$ cat src/rtl/mem_port_arbiter.sv
// rtl/mem_port_arbiter.sv - shares one external memory bus port between fetch and data access
// Data wins ties; a starve counter forces a fetch grant after STARVE_LIMIT data grants.

module mem_port_arbiter #(
   parameter int unsigned STARVE_LIMIT = 4
) (
   input  logic        clock,
   input  logic        reset,
   input  logic        if_req_i,
   input  logic [63:0] if_addr_i,
   input  logic        if_flush_i,
   output logic        if_rvalid_o,
   output logic [31:0] if_rdata_o,
   output logic        if_err_o,
   output logic        if_stall_o,
   input  logic        d_req_i,
   input  logic        d_we_i,
   input  logic [63:0] d_addr_i,
   input  logic [63:0] d_wdata_i,
   input  logic [7:0]  d_wstrb_i,
   output logic        d_rvalid_o,
   output logic [63:0] d_rdata_o,
   output logic        d_err_o,
   output logic        d_stall_o,
   output logic        bus_req_o,
   output logic        bus_we_o,
   output logic [63:0] bus_addr_o,
   output logic [63:0] bus_wdata_o,
   output logic [7:0]  bus_wstrb_o,
   input  logic        bus_gnt_i,
   input  logic        bus_rvalid_i,
   input  logic [63:0] bus_rdata_i,
   input  logic        bus_err_i
);

   typedef enum logic [1:0] {IDLE, REQ, RSP} state_t;

   localparam logic [3:0] LIMIT  = STARVE_LIMIT[3:0];
   localparam logic       OWN_IF = 1'b0;
   localparam logic       OWN_D  = 1'b1;

   state_t      state_q, state_d;
   logic        owner_q, owner_d;
   logic        discard_q, discard_d;
   logic        addr2_q, addr2_d;
   logic [3:0]  starve_q, starve_d;
   logic        bus_req_q, bus_req_d;
   logic        bus_we_q, bus_we_d;
   logic [63:0] bus_addr_q, bus_addr_d;
   logic [63:0] bus_wdata_q, bus_wdata_d;
   logic [7:0]  bus_wstrb_q, bus_wstrb_d;

   logic if_win, d_win, rsp_fire;
   logic unused_if_addr;

   assign unused_if_addr = ^if_addr_i[1:0];

   // A fetch being flushed this cycle never competes for the bus.
   assign if_win = if_req_i & ~if_flush_i & (~d_req_i | (starve_q == LIMIT));
   assign d_win  = d_req_i & ~if_win;

   always_comb begin
      state_d     = state_q;
      owner_d     = owner_q;
      discard_d   = discard_q;
      addr2_d     = addr2_q;
      starve_d    = starve_q;
      bus_req_d   = bus_req_q;
      bus_we_d    = bus_we_q;
      bus_addr_d  = bus_addr_q;
      bus_wdata_d = bus_wdata_q;
      bus_wstrb_d = bus_wstrb_q;
      case (state_q)
         IDLE: begin
            discard_d = 1'b0;
            if (if_win) begin
               state_d     = REQ;
               owner_d     = OWN_IF;
               addr2_d     = if_addr_i[2];
               bus_req_d   = 1'b1;
               bus_we_d    = 1'b0;
               bus_addr_d  = {if_addr_i[63:3], 3'b000};
               bus_wdata_d = '0;
               bus_wstrb_d = '0;
            end else if (d_win) begin
               state_d     = REQ;
               owner_d     = OWN_D;
               bus_req_d   = 1'b1;
               bus_we_d    = d_we_i;
               bus_addr_d  = d_addr_i;
               bus_wdata_d = d_wdata_i;
               bus_wstrb_d = d_we_i ? d_wstrb_i : 8'h00;
            end
            if (d_win && if_req_i) begin
               if (starve_q != LIMIT) starve_d = starve_q + 4'd1;
            end else if (if_win || !if_req_i) begin
               starve_d = '0;
            end
         end
         REQ: begin
            if (owner_q == OWN_IF && if_flush_i) discard_d = 1'b1;
            if (bus_gnt_i) begin
               state_d   = RSP;
               bus_req_d = 1'b0;
            end
         end
         RSP: begin
            if (owner_q == OWN_IF && if_flush_i) discard_d = 1'b1;
            if (bus_rvalid_i) begin
               state_d   = IDLE;
               discard_d = 1'b0;
            end
         end
         default: state_d = IDLE;
      endcase
   end

   always_ff @(posedge clock or negedge reset) begin
      if (!reset) begin
         state_q     <= IDLE;
         owner_q     <= OWN_IF;
         discard_q   <= 1'b0;
         addr2_q     <= 1'b0;
         starve_q    <= '0;
         bus_req_q   <= 1'b0;
         bus_we_q    <= 1'b0;
         bus_addr_q  <= '0;
         bus_wdata_q <= '0;
         bus_wstrb_q <= '0;
      end else begin
         state_q     <= state_d;
         owner_q     <= owner_d;
         discard_q   <= discard_d;
         addr2_q     <= addr2_d;
         starve_q    <= starve_d;
         bus_req_q   <= bus_req_d;
         bus_we_q    <= bus_we_d;
         bus_addr_q  <= bus_addr_d;
         bus_wdata_q <= bus_wdata_d;
         bus_wstrb_q <= bus_wstrb_d;
      end
   end

   assign bus_req_o   = bus_req_q;
   assign bus_we_o    = bus_we_q;
   assign bus_addr_o  = bus_addr_q;
   assign bus_wdata_o = bus_wdata_q;
   assign bus_wstrb_o = bus_wstrb_q;

   // Responses are routed combinationally in the bus_rvalid_i cycle.
   assign rsp_fire    = (state_q == RSP) & bus_rvalid_i;
   assign if_rvalid_o = rsp_fire & (owner_q == OWN_IF) & ~discard_q & ~if_flush_i;
   assign if_rdata_o  = if_rvalid_o ? (addr2_q ? bus_rdata_i[63:32] : bus_rdata_i[31:0]) : 32'h0;
   assign if_err_o    = if_rvalid_o & bus_err_i;
   assign d_rvalid_o  = rsp_fire & (owner_q == OWN_D);
   assign d_rdata_o   = d_rvalid_o ? bus_rdata_i : 64'h0;
   assign d_err_o     = d_rvalid_o & bus_err_i;

   assign if_stall_o  = reset & if_req_i & ~if_rvalid_o & ~if_flush_i;
   assign d_stall_o   = reset & d_req_i & ~d_rvalid_o;

endmodule
$ cat config.mk
export PLATFORM = sky130hd
export DESIGN_NAME = mem_port_arbiter
export DESIGN_NICKNAME = d
export VERILOG_FILES = /design/src/rtl/mem_port_arbiter.sv
export SDC_FILE = /design/constraint.sdc
export NUM_CORES = 1
export LEC_CHECK = 0
export BUFFER_PORTS_ARGS = -buffer_cell sky130_fd_sc_hd__buf_2
export CAP_MARGIN = 20
export CORE_AREA = 2 2 200 202
export CTS_CLUSTER_SIZE = 8
export DETAILED_ROUTE_END_ITERATION = 10
export DIE_AREA = 0 0 202 204
export GPL_TIMING_DRIVEN = 0
export PLACE_DENSITY = 0.5
export SETUP_SLACK_MARGIN = 0.3
export SLEW_MARGIN = 15
export SYNTH_ARGS = -nofsm -noshare
export SYNTH_HDL_FRONTEND = slang
export SYNTH_SLANG_ARGS = --single-unit
$ cat constraint.sdc
create_clock -name clock -period 2.6 [get_ports clock]
set_input_delay 0.13 -clock clock [delete_from_list [all_inputs] [get_ports clock]]
set_output_delay 0.13 -clock clock [all_outputs]
set_load 0.005 [all_outputs]
# Word-level counts from Yosys, hierarchy flattened
# Index checks and enable logic that the tools add are counted.
# W data, S select, Z words.
# totals
register_bits	147
inputBits	273
output_inout_bits	240
# op_classes
addsub	1
n_eq_ne	8
muxes	28
n_bitwise	23
reduce_logical	14
# ops
operator	n
$mux W64	5
$mux W32	2
$mux W8	3
$and A1 B1 Y1	15
$mux W4	3
$reduce_and A3 Y1	3
$mux W1	8
$mux W2	4
$not A1 Y1	7
$pmux W2 S3	1
$reduce_bool A2 Y1	3
$add A4 B1 Y4 const B	1
$eq A4 B3 Y1 const B	1
$ne A2 B2 Y1 const B	2
$ne A4 B3 Y1 const B	1
$reduce_and A2 Y1	2
$ne A3 B3 Y1 const B	1
$pmux W1 S3	1
$reduce_bool A3 Y1	1
$eq A2 B1 Y1 const B	1
$eq A2 B2 Y1 const B	1
$logic_and A1 B1 Y1	2
$logic_not A2 Y1	1
$ne A2 B1 Y1 const B	1
4 further kinds	4

# Longest topological paths before layout
# Gate-level depths: netlist of run 1.
# logic_depth
depth_word	8
mapped_depth	9
depth_no_buf	6

# Worst setup path after synthesis of run 1
# OpenSTA, ideal clock, no wires.
# synth_timing
path_type	reg-to-reg
from	register starve_q[0]
to	register bus_addr_q[55], in the netlist bus_addr_o[55]
arrival_ns	1.635
t_required_ns	2.477
setup_slack_ns	0.842
stages_incl_launch_ff	10
synth_period_minus_slack_ns	1.758
path_cell_list	dfrtp_1 -> inv_1 -> ha_1 -> nand3b_4 -> a21o_1 -> buf_2 -> nand2b_4 -> buf_6 -> buf_6 -> o221a_1
# synth_via
elab_chain_cells	7
elab_cells_between_ends	8
cone_classes	eq/ne (1); mux (1); bitwise (4); reduce/logical (2)
# synth_lines
element	line_no	text
start, declared	46	logic [3:0] starve_q, starve_d;
start signal, assigned	135	starve_q <= starve_d;
$eq A4 B3 Y1 (*)	59	assign if_win = if_req_i & ~if_flush_i & (~d_req_i | (starve_q == LIMIT));
$or A1 B1 Y1 (*)	59	
$and A1 B1 Y1 (*)	59	
$not A1 Y1	60	assign d_win = d_req_i & ~if_win;
$and A1 B1 Y1	60	
$reduce_bool A2 Y1 (no source line)	--	
$reduce_and A2 Y1 (no source line)	--	
end signal, assigned	138	bus_addr_q <= bus_addr_d;
end, declared	49	logic [63:0] bus_addr_q, bus_addr_d;
# Every way passes the cells marked *; elsewhere a longest branch is shown, timed or not.
# A chain may end at the register's enable or synchronous reset.

# Final worst setup path of run 1
# layout_timing
from	register state_q[0]
to	output port if_rdata_o[26]
# layout_via
elab_chain_cells	6
# layout_lines
element	line_no	text
start, declared	42	state_t state_q, state_d;
start signal, assigned	131	state_q <= state_d;
$eq A2 B2 Y1	151	assign rsp_fire = (state_q == RSP) & bus_rvalid_i;
$and A1 B1 Y1	151	
$and A1 B1 Y1 (3 in series)	152	assign if_rvalid_o = rsp_fire & (owner_q == OWN_IF) & ~discard_q & ~if_flush_i;
$mux W32	153	assign if_rdata_o = if_rvalid_o ? (addr2_q ? bus_rdata_i[63:32] : bus_rdata_i[31:0]) : 32'h0;
end, declared	13	output logic [31:0] if_rdata_o,
# Every way passes these cells.

==> results of run 1 <==
## Yosys cell counts (8+ instances only)
master,instances,area (sq um)
inv_1,8,30.0
o21ai_0,9,45.0
dfrtp_1,147,3680
nand3_1,80,400
mux2i_1,32,320
and2_1,66,413
buf_2,18,90.1
nor2_1,36,135
or3_1,61,382
buf_1,11,41.3
clkbuf_1,44,165
o221a_1,58,653
o221a_2,64,721
nand2_1,153,574
## cell families (layout without fill, tap and decap cells)
kind of cell | Yosys count | in the layout | share of synthesized area
AO/OA/AOI/OAI | 150 | 150 | 0.193
adder cells (fa/ha/maj) | 7 | 7 | 0.0109
buffers and inverters | 89 | 838 | 0.0512
flip-flops | 147 | 147 | 0.456
multiplexers | 33 | 33 | 0.0411
other | 0 | 2 | 0
AND/OR/NAND/NOR | 406 | 406 | 0.247
## worst min-delay path by stage
stage / startpoint / to / slack, ns / cells past startpoint
2_1_floorplan: reset / addr2_q$_DFFE_PN0P_ / -0.17 / 0
6_report: d_we_i / bus_we_o$_DFFE_PN0P_ / 0.08 / 3
4_1_cts: d_we_i / bus_we_o$_DFFE_PN0P_ / 0.04 / 3
5_1_grt: d_we_i / bus_we_o$_DFFE_PN0P_ / 0.08 / 3
3_5_place_dp: reset / bus_wdata_o[35]$_DFFE_PN0P_ / 0.14 / 1
3_3_place_gp: d_wdata_i[25] / bus_wdata_o[25]$_DFFE_PN0P_ / 0.34 / 3
## routing by layer
layer / vias up / routed length, um / GRT usage
li1: 4516 / - / -
met1: 4699 / 15000 / 0.203
met2: 404 / 19800 / 0.329
met3: 87 / 2160 / 0.0411
met4: 2 / 1630 / 0.0853
met5: - / 13 / 0
## power by group
part	total, mW	internal (mW)	leakage, nW	switching [mW]
clock network	2.57	1.55	0.281	1.02
registers	4.09	3.38	1.82	0.704
logic	6.27	3.17	5.09	3.10
## registers in the layout, summed over array words and instances (netlist names)
name and count:
bus_addr_o 64, bus_wdata_o 64, bus_wstrb_o 8, starve_q 4, state_q 2, addr2_q 1
bus_req_o 1, bus_we_o 1, discard_q 1, owner_q 1
## area by class of cell
cell class	count	share of cell area
Tap cell	525	0.0456
Inverter	8	0.00243
Clock buffer	21	0.0320
Clock inverter	9	0.00912
Antenna cell	2	0.000347
Sequential cell	147	0.255
Timing Repair Buffer	719	0.331
Multi-Input combinational cell	596	0.290
Buffer	81	0.0341
## critical path, delay by kind of cell, from the launching register on
kind                       cells  cell delay (ns)
and+or+nand+nor                3             0.59
buffers and inverters          4             0.57
DFF                            1             0.39
adders and majority gates      1             0.14
## what timing repair did
action / 4_1_cts / 5_1_grt
cloned: 2 / 0
pin swaps: 1 / 7
setup buffers: 4 / 2
hold endpoints to repair: 210 / 0
endpoints found under the setup margin: 134 / 107
gates resized for setup: 79 / 42
hold buffers: 201 / 0
==> out/summary.txt, run 1 <==
Final setup viols = 0
# rows = 73
Minimum clock period = 2.28 ns
Worst-Skew Late Latency = 0.44 ns
Worst setup path startpoint = state_q[0]$_DFFE_PN0P_
Period utilization = 0.878
Placed instance count = 1867
Area Growth Syn to Fin = 78.7%
Synth Instances = 832
Grt total ovfl = 0
Worst-path clk slew = 0.06 ns
Most frequent cells in the layout = buf_2 (515), dlygate4sd3_1 (201), nand2_1 (152), dfrtp_1 (147), nand3_1 (80)
Largest net degree at the start of global routing = 81
Initial antenna violation count = 3
Total area of sequential cells = 3680 sq um
Clock sinks = 147
Worst path most repeated cell = clkbuf_16
Flops & latches, synth = 147
RSZ-0062 raised after global routing = true
RD Place Congestion = 0.883
Pre-CTS setup slack = 0.0778 ns
FFs w/ async S/R, synth = 1.00
Final std cells w/o fill = 2108
CP arrival = 2.15 ns
Post-synth EDFFs = 0
Register-to-register setup slack = 0.44 ns
Root buf cell = clkbuf_16
Slew Viols, Final = 0
Num ports = 513
DRT Pass-1 Iters = 5
Clock buffer depth = 2
Final setup skew = 0.00714 ns
Sequential fraction of the synthesis area = 0.456
Vias/cell = 4.61
CTS tree = built
Core area = 39200 sq um
Most used DFF post-synth = dfrtp_1
Worst slew pin tran = 0.538 ns
Post-synthesis cell area = 8060 sq um
Crit-path max cell delay = 0.42 ns
Initial core utilization = 0.206
GRT Total Usage = 0.182
Slew margin rel. = 0.631
Routed Antenna Nets = 0
Min-delay worst type = in -> reg
Fin. Hold Viols = 0
Fill count = 3970
Syn Nets = 1112
Share of cells above drive strength 1 = 0.442
Final hold slack = 0.0780 ns
Die X = 202 um
H-tree depth = 4
Drt total wl = 38600 um
RR Endpoint = bus_addr_o[30]$_DFFE_PN0P_
DRC = 0
Synth warnings = 0
Final nets = 1850
R2R Path Start = state_q[0]$_DFFE_PN0P_
Vias = 9708
Placed Area = 11300 sq um
First-pass GRT wire length = 58100 um
Maximum VDD drop = 0.417 mV
Status = complete, no violations
Worst Setup Start Kind = flip-flop
Core Util, Final = 0.368
First DRT Iteration DRCs = 525
Req. time, crit path = 2.47 ns
I/O Buffers = 509
DP Wirelength = 28800 um
Final Cell Area = 14400 sq um
Full die area = 41200 sq um
Post-DR wirelength/cell = 18.3 um
Post-route total power = 12.9 mW
Vias in the first global route = 10100
Die Ht = 204 um
Fmax = 438 MHz
Worst Path Max Fanout = 6
Leak Pwr = 7.19 nW
Setup WS post-layout = 0.317 ns
Maxcap violations = 0
Avg Inst Size Synth = 9.69 sq um
CP endpoint = if_rdata_o[26]
Commonest non-fill, non-tap cell in the layout = buf_2
Worst reg-to-reg path cell count = 7
Unique cell type count in the Yosys netlist = 40
CP Capture Type = output port
CP Cell Sequence = inv_2, ha_4, nand2_2, or4_4, clkbuf_16, clkbuf_16, nor2_4, buf_6
Crit Path Class = reg -> out
Power per cell area = 897 nW/um^2
Setup TNS = 0 ns
Multi-input gate area = 4180 sq um
Num CTS Buffers = 17
CP max stage cell = or4_4
Power figures use the tool's default switching activity.
==> run 2, diff against run 1 <==
--- a/config.mk
+++ b/config.mk
@@ -5,14 +5,15 @@
 export SDC_FILE = /design/constraint.sdc
 export NUM_CORES = 1
 export LEC_CHECK = 0
+export ABC_AREA = 1
 export BUFFER_PORTS_ARGS = -buffer_cell sky130_fd_sc_hd__buf_2
 export CAP_MARGIN = 20
-export CORE_AREA = 2 2 200 202
+export CORE_AREA = 2 2 201 203
 export CTS_CLUSTER_SIZE = 8
 export DETAILED_ROUTE_END_ITERATION = 10
-export DIE_AREA = 0 0 202 204
+export DIE_AREA = 0 0 203 205
 export GPL_TIMING_DRIVEN = 0
-export PLACE_DENSITY = 0.5
+export PLACE_DENSITY = 0.49
 export SETUP_SLACK_MARGIN = 0.3
 export SLEW_MARGIN = 15
 export SYNTH_ARGS = -nofsm -noshare
==> run 2 against run 1 <==
Net effect:
- synthesized cell count rose by 34%
- largest power group unchanged
- non-clock buffer count shrank 42
- critical path type unchanged
- register-to-register slack gained 0.02 ns
- clock power increased by 4%
- final area down 6.8%
- cell count increased by 12%
- hold slack got worse by 0.057 ns
==> out/summary.txt, run 2 <==
Status = complete, no violations
Most common cell in the netlist = nand2_1
Worst Path Max Fanout = 10
Multi-input gate area = 3430 sq um
CP arrival = 2.08 ns
Worst slew pin tran = 0.771 ns
Fill count = 4210
CP endpoint = d_rdata_o[35]
Num ports = 513
Placed instance count = 2155
Psw = 4.57 mW
GRT Total Usage = 0.174
Sequential share of power = 0.337
Min-delay worst type = in -> reg
DP Wirelength = 28300 um
Cell taking the most area after synthesis = dfrtp_1
DRC = 0
Grt total ovfl = 0
Slew Viols, Final = 0
Post-DR wirelength/cell = 15.9 um
Final std cells w/o fill = 2364
Commonest cells post-synth = nand2_1 (463), dfrtp_1 (147), nand3_1 (138)
Gate power share = 0.432
# rows = 73
Root buf cell = clkbuf_16
Period utilization = 0.848
Clk pwr share = 0.231
Drt total wl = 37600 um
Post-synth EDFFs = 0
Final setup skew = 0.0120 ns
Worst-Skew Late Latency = 0.44 ns
Worst setup path startpoint = state_q[0]$_DFFE_PN0P_
Fmax = 453 MHz
Worst reg-to-reg path cell count = 9
Worst Setup Start Kind = flip-flop
CP max stage cell = dfrtp_1
Switch share = 0.395
H-tree depth = 4
Vias = 9985
DRT Pass-1 Iters = 5
RSZ-0062 raised after global routing = true
Flops & latches, synth = 147
Placed Area = 10900 sq um
Num CTS Buffers = 17
R2R Path Start = state_q[1]$_DFFE_PN0P_
Die Ht = 205 um
Avg Inst Size Synth = 6.88 sq um
Sequential fraction of the synthesis area = 0.478
FFs w/ async S/R, synth = 1.00
RD Place Congestion = 0.943
Final nets = 2104
First-pass GRT wire length = 55400 um
CP Cell Sequence = inv_2, ha_4, nand2_1, nor2_2, inv_1, buf_4, clkbuf_8, nor2_4, buf_2
Maximum VDD drop = 0.508 mV
Top-area cell type share of the netlist area = 0.478
Syn Nets = 1399
Die X = 203 um
Most used DFF post-synth = dfrtp_1
Largest net degree at the start of global routing = 90
Synth warnings = 0
Core Util, Final = 0.341
CTS tree = built
Crit-path max cell delay = 0.41 ns
Final setup viols = 0
Vias/cell = 4.22
Core area = 39400 sq um
Post-route total power = 11.6 mW
Worst-path clk slew = 0.07 ns
Routed Antenna Nets = 0
Vias in the first global route = 9913
Total area of sequential cells = 3680 sq um
Slew margin rel. = 0.486
Cell-internal power = 6.99 mW
Synth Instances = 1119
Share of cells above drive strength 1 = 0.331
Power per cell area = 861 nW/um^2
Initial antenna violation count = 2
Minimum clock period = 2.21 ns
Area Growth Syn to Fin = 74.6%
Initial core utilization = 0.195
Commonest non-fill, non-tap cell in the layout = buf_2
Register-to-register setup slack = 0.46 ns
Crit Path Class = reg -> out
Post-synthesis cell area = 7690 sq um
Ranking of synthesized cells by area = dfrtp_1 (48%), nand2_1 (23%), nand3_1 (9.0%), nor2_1 (6.7%), inv_1 (4.4%)
Fin. Hold Viols = 0
Unique cell type count in the Yosys netlist = 24
Final Cell Area = 13400 sq um
RR Endpoint = bus_addr_o[0]$_DFFE_PN0P_
Most frequent cells in the layout = buf_2 (526), nand2_1 (463), dlygate4sd3_1 (167), dfrtp_1 (147), nand3_1 (137)
Req. time, crit path = 2.47 ns
Clock buffer depth = 2
Full die area = 41600 sq um
Clock sinks = 147
Maxcap violations = 0
I/O Buffers = 510
First DRT Iteration DRCs = 594
CP Capture Type = output port
Leak Pwr = 7.95 nW
==> run 2: cell count changes after synthesis, moves of 61 or more <==
cell,change
nand2_1,+310
nor2_1,+101
inv_1,+83
and2_1,-66
o221a_2,-64
or3_1,-61
==> run 2: metal layers <==
layer	global-route usage	routed length, um	up-vias
li1	-	-	4855
met1	0.194	14400	4596
met2	0.320	19400	461
met3	0.0418	2670	69
met4	0.0626	964	4
met5	0	24	-
==> run 2: worst max-delay path, delay by kind of cell, from the launching register on <==
family | cells | cell delay (ns)
simple gates | 3 | 0.36
flops | 1 | 0.41
fa+ha+maj | 1 | 0.16
buf+inv | 5 | 0.70
==> run 2: logic make-up after synthesis <==
family,Yosys count,synth area share
xor+xnor,1,0.00114
fa+ha+maj,7,0.0114
compound gates,55,0.0389
buf+inv,165,0.0833
simple gates,744,0.387
flops,147,0.478
==> run 2: final cells by class <==
type | count | share of cell area
Inverter | 93 | 0.0262
Sequential cell | 147 | 0.274
Timing Repair Buffer | 687 | 0.323
Buffer | 71 | 0.0255
Clock inverter | 13 | 0.0129
Antenna cell | 2 | 0.000373
Multi-Input combinational cell | 807 | 0.255
Clock buffer | 19 | 0.0337
Tap cell | 525 | 0.0489
==> run 2: what timing repair did <==
item,in CTS,in global routing
gates resized for setup,35,28
hold buffers,167,0
pin swaps,3,2
setup endpoints to repair,184,184
endpoints found under the hold margin,196,0
setup buffers,6,3
==> run 2: how the worst min path moves through the flow <==
| stage | end | slack, ns | depth (start not counted) | startpoint |
|---|---|---|---|---|
| CTS | bus_addr_o[39]$_DFFE_PN0P_ | 0.0006 | 5 | if_addr_i[39] |
| global route | bus_addr_o[63]$_DFFE_PN0P_ | 0.02 | 5 | if_addr_i[63] |
| floorplan | addr2_q$_DFFE_PN0P_ | -0.17 | 0 | reset |
| detailed placement | bus_addr_o[48]$_DFFE_PN0P_ | 0.10 | 1 | reset |
| global placement | bus_wdata_o[30]$_DFFE_PN0P_ | 0.36 | 3 | d_wdata_i[30] |
| finish | addr2_q$_DFFE_PN0P_ | 0.02 | 3 | if_addr_i[2] |
==> run 2: metrics by stage <==
step	hold WS [ns]	TNS [ns]	setup slack [ns]
final	0.0208	0	0.395
after CTS	0.000649	0	0.304
after global placement	0.356	-162.44	-1.12
after global routing	0.0169	0	0.265
after floorplan	-0.166	0	0.971
after detailed placement	0.103	0	0.0568
==> run 2: power groups by stage <==
stage	Sequential [mW]	Combinational (mW)	Clock [mW]
5_1_grt	4.04	5.64	2.85
6_report	3.90	4.99	2.67
3_3_place_gp	3.91	4.69	0
2_1_floorplan	4.00	2.21	0
3_5_place_dp	3.91	4.74	0
4_1_cts	3.91	5.01	2.76
==> run 3, diff against run 2 <==
--- a/config.mk
+++ b/config.mk
@@ -8,12 +8,12 @@
 export ABC_AREA = 1
 export BUFFER_PORTS_ARGS = -buffer_cell sky130_fd_sc_hd__buf_2
 export CAP_MARGIN = 20
-export CORE_AREA = 2 2 201 203
+export CORE_AREA = 2 2 200 202
 export CTS_CLUSTER_SIZE = 8
 export DETAILED_ROUTE_END_ITERATION = 10
-export DIE_AREA = 0 0 203 205
+export DIE_AREA = 0 0 202 204
 export GPL_TIMING_DRIVEN = 0
-export PLACE_DENSITY = 0.49
+export PLACE_DENSITY = 0.5
 export SETUP_SLACK_MARGIN = 0.3
 export SLEW_MARGIN = 15
 export SYNTH_ARGS = -nofsm -noshare
==> constraint.sdc (replaced) <==
create_clock -name clock -period 1.8 [get_ports clock]
set_input_delay 0.09 -clock clock [delete_from_list [all_inputs] [get_ports clock]]
set_output_delay 0.09 -clock clock [all_outputs]
set_load 0.005 [all_outputs]
==> run 3 against run 2 <==
Net effect:
- the flow now finishes with violations (hold timing, setup timing)
- power is 74% higher
- critical path depth is 1 lower
- die area is 0.98% lower
- cell count is 3.3% higher
- first-iteration DRC count is 7.1% lower
- sequential share of layout area is 4.1 points lower
- flip-flop and latch count stayed put
- hold slack worse by 0.44 ns
- combinational power is 110% higher
- sequential power is 45% higher
==> out/summary.txt, run 3 (synthesis results as in run 2) <==
H-tree depth = 4
Final std cells w/o fill = 2441
Period utilization = 1.15
CP arrival = 1.98 ns
Num CTS Buffers = 17
RSZ-0062 raised after global routing = true
Core Util, Final = 0.404
Final setup viols = 119
Fin. Hold Viols = 59
Multi-input gate area = 3910 sq um
Slew Viols, Final = 0
Power per cell area = 1270 nW/um^2
Initial core utilization = 0.196
Core area = 39200 sq um
RD Place Congestion = 0.947
I/O Buffers = 510
Min-delay worst type = in -> async
Fmax = 483 MHz
Final setup skew = 0.0141 ns
DRC = 0
Crit-path max cell delay = 0.39 ns
Root buf cell = clkbuf_16
Status = finished with violations
Setup TNS = -18.05 ns
# rows = 73
Post-route total power = 20.1 mW
Req. time, crit path = 1.71 ns
Delay-heaviest family, CP = simple AND/OR/NAND/NOR gates
Worst Setup Start Kind = flip-flop
Fill count = 3973
First DRT Iteration DRCs = 552
Total area of sequential cells = 3680 sq um
Failing checks = hold timing, setup timing
Die X = 202 um
Routed Antenna Nets = 0
CTS tree = built
Placed instance count = 2155
CP Capture Type = output port
Clock buffer depth = 2
Vias in the first global route = 10500
Full die area = 41200 sq um
CP max stage cell = dfrtp_1
Worst-path clk slew = 0.07 ns
First-pass GRT wire length = 62900 um
Minimum clock period = 2.07 ns
Slew margin rel. = 0.634
Worst slew pin tran = 0.549 ns
Final Cell Area = 15800 sq um
Pre-CTS setup slack = -0.714 ns
Maximum VDD drop = 0.623 mV
Crit Path Class = reg -> out
Final hold slack = -0.423 ns
CP bufs+invs = 4
Post-DR wirelength/cell = 17.9 um
Setup WS post-layout = -0.270 ns
Share of cells above drive strength 1 = 0.423
Area Growth Syn to Fin = 106%
Worst Path Max Fanout = 5
Vias/cell = 4.27
GRT Total Usage = 0.202
Commonest non-fill, non-tap cell in the layout = buf_2
Clock sinks = 147
Placed Area = 11000 sq um
Num ports = 513
Worst-Skew Late Latency = 0.43 ns
Final nets = 2182
Die Ht = 204 um
Hold_buf cts = 170
DRT Pass-1 Iters = 5
Maxcap violations = 0
CP Cell Sequence = inv_2, ha_4, nand4_1, nor2_2, inv_4, buf_12, nor2_4, buf_2
DP Wirelength = 29500 um
Vias = 10400
Largest net degree at the start of global routing = 92
Initial antenna violation count = 3
Grt total ovfl = 0
Leak Pwr = 8.94 nW
Drt total wl = 43700 um
Most frequent cells in the layout = buf_2 (509), nand2_1 (454), dlygate4sd3_1 (170), dfrtp_1 (146), nand3_1 (134)
## run 3: cell count changes in the layout (fill, tap and decap cells not counted), sizes merged, moves of 3 or more
cell         before  now
buf             549  608
dlygate4sd3     167  170
clkbuf           61   68
bufbuf            0    7
## run 3: repair_timing
| item | CTS | global route |
|---|---|---|
| endpoints found under the hold margin | 194 | 56 |
| gates resized for setup | 302 | 56 |
| endpoints found under the setup margin | 246 | 248 |
| buffers inserted | 41 | 10 |
| pin swaps | 16 | 5 |
| cloned | 25 | 8 |
## run 3: where the power goes
group	total, mW	switching (mW)	leakage [nW]	internal [mW]
logic	10.7	5.31	6.81	5.44
registers	5.67	0.832	1.85	4.84
clock network	3.71	1.62	0.280	2.10
## run 3: final timing paths
check / to / slack [ns] / startpoint / cells after the start
worst max register to register: bus_addr_o[62]$_DFFE_PN0P_ / -0.06 / state_q[0]$_DFFE_PN0P_ / 12
worst min register to register: bus_addr_o[3]$_DFFE_PN0P_ / 0.47 / bus_addr_o[3]$_DFFE_PN0P_ / 2
max in group asynchronous: bus_wdata_o[0]$_DFFE_PN0P_ / 1.33 / reset / 2
min in group clock: bus_addr_o[42]$_DFFE_PN0P_ / 0.01 / d_addr_i[42] / 5
worst max-delay path: if_rdata_o[16] / -0.27 / state_q[0]$_DFFE_PN0P_ / 8
worst min-delay path: bus_addr_o[0]$_DFFE_PN0P_ / -0.42 / reset / 1
## run 3: layer usage
layer / GRT usage / up-vias / routed length [um]
met2: 0.381 / 441 / 23200
met4: 0.0688 / 2 / 1230
met5: 0 / - / 13
li1: - / 5028 / -
met3: 0.0478 / 54 / 2640
met1: 0.221 / 4888 / 16600
## run 3: area by class of cell
| cell class | count | area share |
|---|---|---|
| Multi-Input combinational cell | 808 | 0.247 |
| Clock inverter | 13 | 0.00941 |
| Tap cell | 525 | 0.0415 |
| Clock buffer | 18 | 0.0278 |
| Inverter | 93 | 0.0229 |
| Buffer | 71 | 0.0645 |
| Antenna cell | 2 | 0.000316 |
| Sequential cell | 147 | 0.233 |
| Timing Repair Buffer | 764 | 0.354 |
